### config.mk
export PLATFORM = sky130hd
export DESIGN_NAME = overlay_fetch_flat
export DESIGN_NICKNAME = d
export VERILOG_FILES = /design/src/rtl/overlay_fetch_if.sv /design/src/rtl/overlay_fetch.sv /design/src/flat_wrapper.sv
export SDC_FILE = /design/constraint.sdc
export NUM_CORES = 1
export LEC_CHECK = 0
export ABC_AREA = 1
export CAP_MARGIN = 40
export CORE_MARGIN = 3
export CORE_UTILIZATION = 40
export CTS_CLUSTER_SIZE = 28
export DETAILED_ROUTE_END_ITERATION = 16
export GPL_TIMING_DRIVEN = 0
export SETUP_SLACK_MARGIN = 0.05
export SYNTH_ARGS = -nofsm -noshare
export SYNTH_HDL_FRONTEND = slang
export SYNTH_SLANG_ARGS = --single-unit
### constraint.sdc
create_clock -name clk -period 5.3 [get_ports clk]
set_clock_uncertainty 0.2 [all_clocks]
set_input_delay 1.325 -clock clk [delete_from_list [all_inputs] [get_ports clk]]
set_output_delay 1.325 -clock clk [all_outputs]
set_load 0.05 [all_outputs]
### src/rtl/overlay_fetch_if.sv
// Memory read port of the overlay prefetcher: request/ack plus in-order return.
// Latency: none (wires only).
// Backpressure: a request is held until acked; returns are never stalled.
interface overlay_fetch_if #(
    parameter int ADDR_WIDTH  = 24,
    parameter int PIXEL_WIDTH = 8
);
    logic                     mem_req;
    logic [ADDR_WIDTH-1:0]    mem_addr;
    logic                     mem_ack;
    logic                     mem_rvalid;
    logic [4*PIXEL_WIDTH-1:0] mem_rdata;

    // Fetch engine side: issues requests, receives returns.
    modport master (
        output mem_req,
        output mem_addr,
        input  mem_ack,
        input  mem_rvalid,
        input  mem_rdata
    );

    // Memory side: accepts requests, produces returns.
    modport slave (
        input  mem_req,
        input  mem_addr,
        output mem_ack,
        output mem_rvalid,
        output mem_rdata
    );
endinterface

### src/rtl/overlay_fetch.sv
// Prefetches packed RGBA overlay pixels into a small show-ahead FIFO for the blender.
// Latency: a return written into an empty FIFO appears on overlay* one cycle later.
// Backpressure: requests issue only while FIFO occupancy plus in-flight reads fit the FIFO.
module overlay_fetch #(
    parameter int PIXEL_WIDTH = 8,
    parameter int ADDR_WIDTH  = 24,
    parameter int CNT_WIDTH   = 22,
    parameter int FIFO_AW     = 3
) (
    input  logic                   clk,
    input  logic                   resetb,
    input  logic                   i_enable,
    input  logic [ADDR_WIDTH-1:0]  i_base_addr,
    input  logic [CNT_WIDTH-1:0]   i_num_pixels,
    overlay_fetch_if.master        mem,
    input  logic                   i_overlay_adv,
    input  logic                   i_overlay_restart,
    output logic [PIXEL_WIDTH-1:0] o_overlay0,
    output logic [PIXEL_WIDTH-1:0] o_overlay1,
    output logic [PIXEL_WIDTH-1:0] o_overlay2,
    output logic [PIXEL_WIDTH-1:0] o_overlayA,
    output logic [15:0]            o_underflow_cnt
);

    localparam int DEPTH = 1 << FIFO_AW;
    localparam int CW    = FIFO_AW + 1;     // holds 0..DEPTH
    localparam int DW    = 4 * PIXEL_WIDTH;
    localparam logic [CW:0] DEPTH_LIM = (CW + 1)'(DEPTH);

    // S_STALE: a request raised before a restart is still waiting for its ack;
    // its data will be dropped and the address reloads once it is accepted.
    typedef enum logic [1:0] {
        S_IDLE  = 2'd0,
        S_REQ   = 2'd1,
        S_STALE = 2'd2
    } state_t;

    state_t                 r_state;
    state_t                 w_state_nxt;
    logic                   w_mem_req;

    logic [ADDR_WIDTH-1:0]  r_mem_addr;
    logic [CNT_WIDTH-1:0]   r_fetched;
    logic [ADDR_WIDTH-1:0]  r_base;
    logic [CNT_WIDTH-1:0]   r_num;
    logic                   r_enable_d;
    logic [CW-1:0]          r_outstanding;
    logic [CW-1:0]          r_drop;
    logic [CW-1:0]          r_count;
    logic [FIFO_AW-1:0]     r_wr_ptr;
    logic [FIFO_AW-1:0]     r_rd_ptr;
    logic [DW-1:0]          r_mem [DEPTH];
    logic [DW-1:0]          r_head;
    logic [15:0]            r_underflow_cnt;

    logic                   w_fire;
    logic                   w_flush;
    logic                   w_sample;
    logic                   w_hold_req;
    logic                   w_push;
    logic                   w_pop;
    logic                   w_underflow;
    logic                   w_can_req;
    logic [CW-1:0]          w_count_nxt;
    logic [CW-1:0]          w_outstanding_nxt;
    logic [CW-1:0]          w_drop_nxt;
    logic [ADDR_WIDTH-1:0]  w_addr_nxt;
    logic [CNT_WIDTH-1:0]   w_fetched_nxt;
    logic [ADDR_WIDTH-1:0]  w_base_nxt;
    logic [CNT_WIDTH-1:0]   w_num_nxt;
    logic [FIFO_AW-1:0]     w_rd_ptr_inc;
    logic [DW-1:0]          w_head_nxt;

    assign w_fire     = w_mem_req && mem.mem_ack;
    assign w_flush    = !i_enable || i_overlay_restart;
    // Frame parameters are captured only at a restart or at the enable rising edge.
    assign w_sample   = i_enable && (i_overlay_restart || !r_enable_d);
    assign w_hold_req = w_mem_req && !mem.mem_ack;

    // FIFO traffic, in-flight accounting and discard bookkeeping for this edge.
    always_comb begin
        w_push            = mem.mem_rvalid && !w_flush && (r_drop == '0);
        w_pop             = i_overlay_adv && i_enable && !i_overlay_restart && (r_count != '0);
        w_underflow       = i_overlay_adv && i_enable && !i_overlay_restart && (r_count == '0);
        w_outstanding_nxt = r_outstanding + CW'(w_fire) - CW'(mem.mem_rvalid);
        w_count_nxt       = w_flush ? '0 : (r_count + CW'(w_push) - CW'(w_pop));
        if (w_flush) begin
            // Everything still in flight belongs to the old frame.
            w_drop_nxt = w_outstanding_nxt;
        end else begin
            w_drop_nxt = r_drop
                       - CW'(mem.mem_rvalid && (r_drop != '0))
                       + CW'(w_fire && (r_state == S_STALE));
        end
    end

    // Next fetch address, fetch count and sampled frame parameters.
    always_comb begin
        w_addr_nxt    = r_mem_addr;
        w_fetched_nxt = r_fetched;
        w_base_nxt    = r_base;
        w_num_nxt     = r_num;
        if (!i_enable) begin
            w_addr_nxt    = i_base_addr;
            w_fetched_nxt = '0;
        end else if (w_sample) begin
            w_base_nxt = i_base_addr;
            w_num_nxt  = i_num_pixels;
            // A pending unacked request keeps its address until accepted.
            if (!w_hold_req) begin
                w_addr_nxt    = i_base_addr;
                w_fetched_nxt = '0;
            end
        end else if (w_fire && (r_state == S_STALE)) begin
            w_addr_nxt    = r_base;
            w_fetched_nxt = '0;
        end else if (w_fire) begin
            w_addr_nxt    = r_mem_addr + ADDR_WIDTH'(1);
            w_fetched_nxt = r_fetched + CNT_WIDTH'(1);
        end
    end

    // Credit check: issue only if the read would still fit in the FIFO.
    always_comb begin
        w_can_req = i_enable
                 && (w_fetched_nxt < w_num_nxt)
                 && (({1'b0, w_count_nxt} + {1'b0, w_outstanding_nxt}) < DEPTH_LIM);
    end

    // Request FSM: state register.
    always_ff @(posedge clk or negedge resetb) begin
        if (!resetb) r_state <= S_IDLE;
        else         r_state <= w_state_nxt;
    end

    // Request FSM: next state; a raised request holds until acked unless disabled.
    always_comb begin
        w_state_nxt = r_state;
        case (r_state)
            S_IDLE:  w_state_nxt = w_can_req ? S_REQ : S_IDLE;
            S_REQ: begin
                if (mem.mem_ack)            w_state_nxt = w_can_req ? S_REQ : S_IDLE;
                else if (i_overlay_restart) w_state_nxt = S_STALE;
                else                        w_state_nxt = S_REQ;
            end
            S_STALE: begin
                if (mem.mem_ack) w_state_nxt = w_can_req ? S_REQ : S_IDLE;
                else             w_state_nxt = S_STALE;
            end
            default: w_state_nxt = S_IDLE;
        endcase
        if (!i_enable) w_state_nxt = S_IDLE;
    end

    // Request FSM: outputs.
    always_comb begin
        w_mem_req = (r_state != S_IDLE);
    end

    assign mem.mem_req  = w_mem_req;
    assign mem.mem_addr = r_mem_addr;

    // Fetch pointer, frame parameters and in-flight counters.
    always_ff @(posedge clk or negedge resetb) begin
        if (!resetb) begin
            r_mem_addr    <= '0;
            r_fetched     <= '0;
            r_base        <= '0;
            r_num         <= '0;
            r_enable_d    <= 1'b0;
            r_outstanding <= '0;
            r_drop        <= '0;
        end else begin
            r_mem_addr    <= w_addr_nxt;
            r_fetched     <= w_fetched_nxt;
            r_base        <= w_base_nxt;
            r_num         <= w_num_nxt;
            r_enable_d    <= i_enable;
            r_outstanding <= w_outstanding_nxt;
            r_drop        <= w_drop_nxt;
        end
    end

    // FIFO storage; contents need no reset since occupancy gates every read.
    always_ff @(posedge clk) begin
        if (w_push) r_mem[r_wr_ptr] <= mem.mem_rdata;
    end

    // FIFO pointers and occupancy; a flush simply rewinds both pointers.
    always_ff @(posedge clk or negedge resetb) begin
        if (!resetb) begin
            r_wr_ptr <= '0;
            r_rd_ptr <= '0;
            r_count  <= '0;
        end else if (w_flush) begin
            r_wr_ptr <= '0;
            r_rd_ptr <= '0;
            r_count  <= '0;
        end else begin
            if (w_push) r_wr_ptr <= r_wr_ptr + FIFO_AW'(1);
            if (w_pop)  r_rd_ptr <= r_rd_ptr + FIFO_AW'(1);
            r_count <= w_count_nxt;
        end
    end

    assign w_rd_ptr_inc = r_rd_ptr + FIFO_AW'(1);

    // Next show-ahead head: zero when the FIFO will be empty, else the oldest entry.
    always_comb begin
        w_head_nxt = r_head;
        if (w_flush) begin
            w_head_nxt = '0;
        end else if (r_count == '0) begin
            w_head_nxt = w_push ? mem.mem_rdata : '0;
        end else if (w_pop) begin
            if (r_count == CW'(1)) w_head_nxt = w_push ? mem.mem_rdata : '0;
            else                   w_head_nxt = r_mem[w_rd_ptr_inc];
        end
    end

    // Registered head so the blender sees flop outputs.
    always_ff @(posedge clk or negedge resetb) begin
        if (!resetb) r_head <= '0;
        else         r_head <= w_head_nxt;
    end

    // Saturating count of advances that found no pixel ready.
    always_ff @(posedge clk or negedge resetb) begin
        if (!resetb)                                         r_underflow_cnt <= '0;
        else if (w_underflow && (r_underflow_cnt != 16'hFFFF)) r_underflow_cnt <= r_underflow_cnt + 16'd1;
    end

    assign o_overlay0      = r_head[PIXEL_WIDTH-1:0];
    assign o_overlay1      = r_head[2*PIXEL_WIDTH-1:PIXEL_WIDTH];
    assign o_overlay2      = r_head[3*PIXEL_WIDTH-1:2*PIXEL_WIDTH];
    assign o_overlayA      = r_head[4*PIXEL_WIDTH-1:3*PIXEL_WIDTH];
    assign o_underflow_cnt = r_underflow_cnt;

endmodule

### src/flat_wrapper.sv
// flat-port wrapper written by rule: the top's interface ports become plain ports
module overlay_fetch_flat 
#(
    parameter int PIXEL_WIDTH = 8,
    parameter int ADDR_WIDTH  = 24,
    parameter int CNT_WIDTH   = 22,
    parameter int FIFO_AW     = 3
)
  (clk, resetb, i_enable, i_base_addr, i_num_pixels, i_overlay_adv, i_overlay_restart, o_overlay0, o_overlay1, o_overlay2, o_overlayA, o_underflow_cnt, mem_mem_req, mem_mem_addr, mem_mem_ack, mem_mem_rvalid, mem_mem_rdata);
  overlay_fetch_if #(.ADDR_WIDTH(ADDR_WIDTH), .PIXEL_WIDTH(PIXEL_WIDTH)) mem_i ();
  input  logic clk;
  input  logic resetb;
  input  logic i_enable;
  input  logic [ADDR_WIDTH-1:0] i_base_addr;
  input  logic [CNT_WIDTH-1:0] i_num_pixels;
  input  logic i_overlay_adv;
  input  logic i_overlay_restart;
  output logic [PIXEL_WIDTH-1:0] o_overlay0;
  output logic [PIXEL_WIDTH-1:0] o_overlay1;
  output logic [PIXEL_WIDTH-1:0] o_overlay2;
  output logic [PIXEL_WIDTH-1:0] o_overlayA;
  output logic [15:0] o_underflow_cnt;
  output wire logic [$bits(mem_i.mem_req)-1:0] mem_mem_req;
  output wire logic [$bits(mem_i.mem_addr)-1:0] mem_mem_addr;
  input wire logic [$bits(mem_i.mem_ack)-1:0] mem_mem_ack;
  input wire logic [$bits(mem_i.mem_rvalid)-1:0] mem_mem_rvalid;
  input wire logic [$bits(mem_i.mem_rdata)-1:0] mem_mem_rdata;
  assign mem_mem_req = mem_i.mem_req;
  assign mem_mem_addr = mem_i.mem_addr;
  assign mem_i.mem_ack = mem_mem_ack;
  assign mem_i.mem_rvalid = mem_mem_rvalid;
  assign mem_i.mem_rdata = mem_mem_rdata;
  overlay_fetch #(.PIXEL_WIDTH(PIXEL_WIDTH), .ADDR_WIDTH(ADDR_WIDTH), .CNT_WIDTH(CNT_WIDTH), .FIFO_AW(FIFO_AW)) u_core (.clk(clk), .resetb(resetb), .i_enable(i_enable), .i_base_addr(i_base_addr), .i_num_pixels(i_num_pixels), .mem(mem_i), .i_overlay_adv(i_overlay_adv), .i_overlay_restart(i_overlay_restart), .o_overlay0(o_overlay0), .o_overlay1(o_overlay1), .o_overlay2(o_overlay2), .o_overlayA(o_overlayA), .o_underflow_cnt(o_underflow_cnt));
endmodule
==> flow_summary_export.csv, run 1 <==
group,metric,value,unit
placed_design,post-place-cells,2664,
routing,wire_per_inst,19.3,um
clocking,cts_tree,"done",
yosys,synth_commonest_cells,"nor2_1, edfxtp_1, o21ai_0",
critical_path,timing.rr.end,"u_core.r_state[0]",
timing,setup_viol,0,
global_route,grt_pass1_wl,82.1,mm
clocking,h-tree-depth,2,
timing,slew_headroom,43.6,%
yosys,postSynthCellCount,1882,
yosys,ys_types,47,
pwr,p_sw_share,27.8,%
clocking,clock_sinks,417,
timing,period_minus_slack,4.74,ns
critical_path,crit_type,"input port to register",
critical_path,path_max_fanout,7,
routing,antenna_left,0,
global_route,grt_pass1_vias,14264,
layout,seqCellArea,0.0117,mm^2
floorplanning,ios,158,
layout,fin_nets,2239,
routing,vias_per_cell,5.34,
timing,rsz0062_at_grt,"false",
yosys,muxShareOfSynthArea,0,%
timing,fmax,211,MHz
critical_path,cp.arrival,5.06,ns
pwr,power_frac_comb,15.6,%
critical_path,worstRegToRegCells,23,
placed_design,place_congestion,0.885,
yosys,synth_edf_count,256,
timing,maxSlewViolCount,0,
pwr,internal-power,6.14,mW
yosys,syn_area_per_cell,10.2,um^2
hold_path,whs_path_depth,2,
yosys,yosysMostFrequentCell,"nor2_1",
clocking,cts_root_buf,"clkbuf_16",
pwr,p_clk_share,40.2,%
yosys,synth_top_cell_area_share,40.1,%
floorplanning,num_rows,79,
pwr,p_total,8.50,mW
yosys,synth_top_cell_by_area,"edfxtp_1",
clocking,clk_latency,0.60,ns
layout,fin_area,0.0235,mm^2
critical_path,required,5.62,ns
yosys,seq_area_frac_synth,61.1,%
floorplanning,die_h,225,um
routing,wirelength,53.3,mm
yosys,synth_xor_xnor_area_share,1.50,%
global_route,grt_max_degree,93,
global_route,overflow,0,
critical_path,start_kind,"input port",
routing,drc_errors,0,
yosys,syn-num-nets,2013,
layout,final_cells,2757,
layout,fill_cells,4229,
placed_design,dpl.hpwl,36.9,mm
yosys,synth_compound_area_share,13.7,%
run_status,status,"complete, no violations",
pwr,max-vdd-ir-drop,0.000272,V
global_route,grtUsageTotal,20.9,%
layout,drive_above_1_share,9.18,%
clocking,clk_pin_slew,0.06,ns
floorplanning,dieArea,0.0506,mm^2
timing,tightest_slew,0.842,ns
global_route,antenna_found_initial,5,
yosys,async_reset_ff_share,38.6,%
layout,syn_to_final_growth,22.3,%
hold_path,hp-class,"register to register",
pwr,seq_power_share,44.2,%
critical_path,rrSetupSlack,0.99,ns
placed_design,dpl-instance-area,0.0218,mm^2
pwr,pwr_density_cell,362,mW/mm^2
yosys,synthFlopType,"edfxtp_1",
yosys,synth-simple-area-share,15.0,%
critical_path,r2r-start,"u_core.r_count[2]",
floorplanning,core,0.0470,mm^2
pwr,power_switching,2.36,mW
clocking,clock_path_buffers,3,
timing,min_period_over_period,89.4,%
floorplanning,start_util,40.9,%
layout,multiInputGateArea,0.00646,mm^2
hold_path,hp-start,"u_core.r_base[9]",
floorplanning,die_w,225,um
routing,drt_iter0_markers,1504,
clocking,cts_buffers,47,
placed_design,portBuffers,157,
run,max_cap_viol_count,0,
timing,finalHoldViolCount,0,
pwr,cellLeakagePower,9.24,nW
clocking,cts-hold-fix-buffers,0,
critical_path,endpoint_kind,"register",
yosys,synthAdderAreaFrac,3.12,%
yosys,ys_warn_count,0,
hold_path,hold_end,"u_core.r_base[9]",
yosys,ys_ff_latch,417,
yosys,synth_top_family_by_area,"simple AND/OR/NAND/NOR gates",
routing,vias,14724,
yosys,synthTopCellsByArea,"edfxtp_1, dfrtp_1, o21ai_0",
yosys,netlist_area,0.0192,mm^2
layout,utilization,50.0,%
routing,drtPass1Iterations,5,
-- area by class of cell --
cell class,count,area share [%]
repair buffers,177,7.77
well taps,607,3.24
plain buffers,95,1.71
diodes,3,0.0320
clock buffers,60,5.44
multi-input cells,1194,27.5
flip-flops and latches,417,49.9
clock inverters,28,1.55
inverters,176,2.81
-- critical path, stage by stage --
cell	delay (ns)
clkdlybuf4s50_1	0.60
inv_2	0.07
nor2_4	0.13
nand2_1	0.07
inv_2	0.08
nand2_1	0.16
inv_1	0.13
ha_1	0.21
inv_1	0.06
ha_1	0.27
nand2_1	0.06
nor2_1	0.04
a211oi_1	0.23
o21ai_0	0.12
a21oi_1	0.19
ha_1	0.27
nor4_2	0.36
nand2_1	0.09
nor2_1	0.13
nand3_1	0.11
nor2_1	0.11
nand2_1	0.11
a21oi_1	0.14
-- through the flow --
| step | TNS [ns] | hold slack (ns) | setup slack [ns] |
|---|---|---|---|
| 6_report | 0 | 0.280 | 0.562 |
| 5_1_grt | 0 | 0.304 | 0.219 |
| 4_1_cts | 0 | 0.285 | 0.244 |
| 3_5_place_dp | -0.343 | 0.270 | -0.343 |
| 3_3_place_gp | -1075.45 | 0.262 | -4.48 |
| 2_1_floorplan | 0 | 0.245 | 0.569 |
-- what timing repair did --
item | in CTS | in global routing
endpoints found under the setup margin | 0 | 1
buffers inserted | 0 | 2
resized for setup | 0 | 1
-- placed cells by master, fill, tap and decap left out, types with 9 or more instances in the layout --
cell type	netlist	layout
nand2_1	196	196
buf_1	10	10
nand3_1	84	84
o21ai_0	214	214
a21oi_1	72	72
nor3_1	24	20
edfxtp_1	256	256
buf_2	33	33
clkbuf_16	0	48
inv_1	168	168
a22o_1	32	32
ha_1	43	43
o211ai_1	71	71
nor2_4	6	10
clkbuf_1	51	60
clkdlybuf4s50_1	0	156
or2_2	23	23
clkinv_2	0	10
nand4_1	13	13
buf_4	1	15
dfrtp_1	161	161
xnor2_1	9	9
xor2_1	22	22
o21ai_1	43	43
nor2_1	283	279
-- power groups by stage --
stage,Combinational (mW),Sequential (mW),Clock (mW)
5_1_grt,1.47,3.77,3.61
6_report,1.32,3.76,3.41
3_3_place_gp,1.29,3.82,0
2_1_floorplan,0.623,4.00,0
4_1_cts,1.32,3.76,3.47
3_5_place_dp,1.31,3.82,0
-- flip-flops by register name, indices dropped and copies added (netlist names), 4 cells and up --
register / flops
u_core.r_drop: 4
u_core.r_count: 4
u_core.r_head: 32
u_core.r_num: 22
u_core.r_base: 24
u_core.mem.mem_addr: 24
u_core.o_underflow_cnt: 16
u_core.r_fetched: 22
u_core.r_mem: 256
u_core.r_outstanding: 4
-- layer usage --
| layer | global-route usage [%] | up-vias | part of all wire [%] | wire, um |
|---|---|---|---|---|
| met3 | 3.79 | 97 | 6.5 | 3470 |
| met5 | 0 | - | 0.043 | 23 |
| met1 | 29.4 | 7172 | 45 | 23900 |
| met2 | 32.9 | 491 | 46 | 24600 |
| li1 | - | 6960 | - | - |
| met4 | 6.95 | 4 | 2.4 | 1270 |
-- worst max-delay path by stage --
stage	start	depth (start not counted)	slack, ns	endpoint
floorplan	i_enable	6	0.57	u_core.r_mem[6][0]
global placement	resetb	1	-4.48	u_core.r_head[15]
detailed placement	i_enable	23	-0.34	u_core.r_state[0]
CTS	i_enable	23	0.24	u_core.r_state[0]
global route	i_enable	23	0.22	u_core.r_state[0]
finish	i_enable	23	0.56	u_core.r_state[0]
-- logic make-up (layout without fill, tap and decap cells) --
group	Yosys count	after routing
AO/OA/AOI/OAI	456	456
flip-flops	417	417
buffers and inverters	271	536
adder cells (fa/ha/maj)	46	46
other	0	3
AND/OR/NAND/NOR	660	660
XOR/XNOR	32	32
Note: power is estimated with default switching activity, not from simulation.
==> run 2: changes to the inputs <==
--- a/config.mk
+++ b/config.mk
@@ -8,7 +8,7 @@
 export ABC_AREA = 1
 export CAP_MARGIN = 40
 export CORE_MARGIN = 3
-export CORE_UTILIZATION = 40
+export CORE_UTILIZATION = 45
 export CTS_CLUSTER_SIZE = 28
 export DETAILED_ROUTE_END_ITERATION = 16
 export GPL_TIMING_DRIVEN = 0
==> flow_summary_export.csv, run 2 (same netlist as run 1, synthesis figures left out) <==
group,metric,value,unit
global_route,grt_max_degree,98,
global_route,antenna_found_initial,1,
timing,min_period_over_period,91.9,%
timing,rsz0062_at_grt,"false",
placed_design,pre_cts_ws,-0.454,ns
hold_path,hp-class,"register to register",
layout,diodes,0,
run,max_cap_viol_count,0,
layout,fin_nets,2242,
timing,fmax,205,MHz
placed_design,dpl.hpwl,37.2,mm
pwr,cellLeakagePower,9.22,nW
clocking,cts_buffers,45,
placed_design,dpl-instance-area,0.0217,mm^2
run_status,status,"complete, no violations",
clocking,clock_sinks,417,
routing,vias_per_cell,5.50,
timing,maxSlewViolCount,0,
pwr,pwr_density_cell,357,mW/mm^2
floorplanning,dieArea,0.0452,mm^2
routing,wire_per_inst,20.0,um
routing,dr_wl_met3,3.26,mm
routing,vias,14770,
pwr,p_clk_share,39.1,%
routing,antenna_left,0,
layout,fill_cells,3644,
pwr,power_frac_comb,15.9,%
clocking,clk_pin_slew,0.06,ns
placed_design,place_congestion,0.894,
floorplanning,start_util,45.6,%
layout,largest_register_ffs,256,
layout,syn_to_final_growth,21.6,%
clocking,clk_latency,0.57,ns
layout,largest-register,"u_core.r_mem",
floorplanning,die_h,212,um
floorplanning,num_rows,75,
timing,finalHoldViolCount,0,
floorplanning,die_w,212,um
routing,drt_iter0_markers,1278,
floorplanning,ios,158,
pwr,max-vdd-ir-drop,0.000268,V
layout,fin_area,0.0233,mm^2
pwr,seq_power_share,45.1,%
critical_path,path_max_fanout,7,
layout,reg_top3,"u_core.r_mem: 256 flops, u_core.r_head: 32 flops",
timing,final.setup.worst_slack,0.428,ns
layout,mostFrequentLayoutCells,"nor2_1, edfxtp_1, o21ai_0",
routing,drc_errors,0,
clocking,cts-hold-fix-buffers,0,
timing,tightest_slew,0.917,ns
floorplanning,core,0.0420,mm^2
routing,drtPass1Iterations,6,
critical_path,cp.arrival,5.15,ns
routing,wirelength,53.8,mm
timing,slew_headroom,38.5,%
routing,top_layer,"met5",
global_route,grt_pass1_wl,82.5,mm
clocking,clock_path_buffers,3,
global_route,grt_pass1_vias,14411,
global_route,grtUsageTotal,23.6,%
layout,drive_above_1_share,8.90,%
pwr,power_switching,2.27,mW
clocking,h-tree-depth,2,
timing,setup_viol,0,
critical_path,endpoint_kind,"register",
routing,met1_length,24.1,mm
critical_path,start_kind,"input port",
critical_path,required,5.58,ns
pwr,p_sw_share,27.2,%
clocking,cts_tree,"done",
timing,period_minus_slack,4.87,ns
clocking,cts_root_buf,"clkbuf_16",
layout,final_common_cell,"nor2_1",
global_route,overflow,0,
routing,wl_met2,25.1,mm
pwr,internal-power,6.07,mW
critical_path,crit_type,"input port to register",
placed_design,portBuffers,157,
==> run 2: changes by cell type in the layout (fill, tap and decap cells not counted), sizes merged <==
cell      before  now
clkbuf       111  123
clkinv        16    4
buf           65   70
clkinvlp       5    1
diode          3    0
bufinv         7    5
inv          176  177
==> run 2: metal layers <==
layer | vias to the layer above | track usage [%]
met5 | - | 0
met4 | 2 | 7.48
met3 | 96 | 3.48
met2 | 506 | 38.3
met1 | 7182 | 33.0
li1 | 6984 | -
==> run 2: final cells by class <==
type                       instances  area (um^2)  area share (%)
timing repair buffer             182         1880            8.06
buffer                            95          402            1.72
inverter                         176          661            2.83
clock buffer                      72         1350            5.78
multi-input combinational       1194         6470            27.7
sequential                       417        11700            50.2
tap                              539          674            2.89
clock inverter                    11          184           0.788
==> run 2: metrics by stage <==
step | instances | hold slack [ns] | TNS, ns | utilization (%) | power, mW
floorplan | 1882 | 0.245 | 0 | - | 4.62
global placement | 2578 | 0.265 | -1140.73 | 51.0 | 5.10
detailed placement | 2598 | 0.266 | -0.454 | 51.7 | 5.13
CTS | 2681 | 0.282 | 0 | 55.4 | 8.39
global route | 2686 | 0.309 | 0 | 55.5 | 8.69
finish | 2686 | 0.280 | 0 | 55.5 | 8.34
==> run 2: repair_timing <==
action	4_1_cts	5_1_grt
gates resized for setup	0	2
setup buffers	0	5
setup endpoints to repair	0	1
==> run 2: power by group through the flow <==
stage / sequential [mW] / clock (mW) / combinational [mW]
floorplan: 4.00 / 0 / 0.623
global placement: 3.82 / 0 / 1.28
detailed placement: 3.82 / 0 / 1.31
CTS: 3.76 / 3.31 / 1.32
global route: 3.78 / 3.45 / 1.47
finish: 3.76 / 3.26 / 1.32
==> run 2: final timing paths <==
kind                                                    to  depth (start not counted)               from  slack, ns
worst max-delay path                     u_core.r_state[0]                         24           i_enable       0.43
worst min-delay path                      u_core.r_base[3]                          2   u_core.r_base[3]       0.28
worst max register to register           u_core.r_state[0]                         23  u_core.r_count[2]       1.01
worst min register to register            u_core.r_base[3]                          2   u_core.r_base[3]       0.28
max in group asynchronous       u_core.o_underflow_cnt[13]                          2             resetb       3.44
min in group asynchronous                  u_core.r_num[9]                          1             resetb       0.52
==> run 2: critical path, cell delays in order <==
cell	delay (ns)
clkdlybuf4s50_1	0.62
inv_2	0.08
nor2_4	0.13
buf_12	0.14
nand2_1	0.06
inv_2	0.09
nand2_1	0.16
inv_1	0.12
ha_1	0.21
inv_1	0.06
ha_1	0.26
nand2_1	0.06
nor2_1	0.05
a211oi_2	0.19
o21ai_0	0.11
a21oi_1	0.20
ha_1	0.28
nor4_2	0.26
nand2_1	0.10
nor2_1	0.09
nand3_1	0.12
nor2_1	0.15
nand2_1	0.11
a21oi_1	0.15
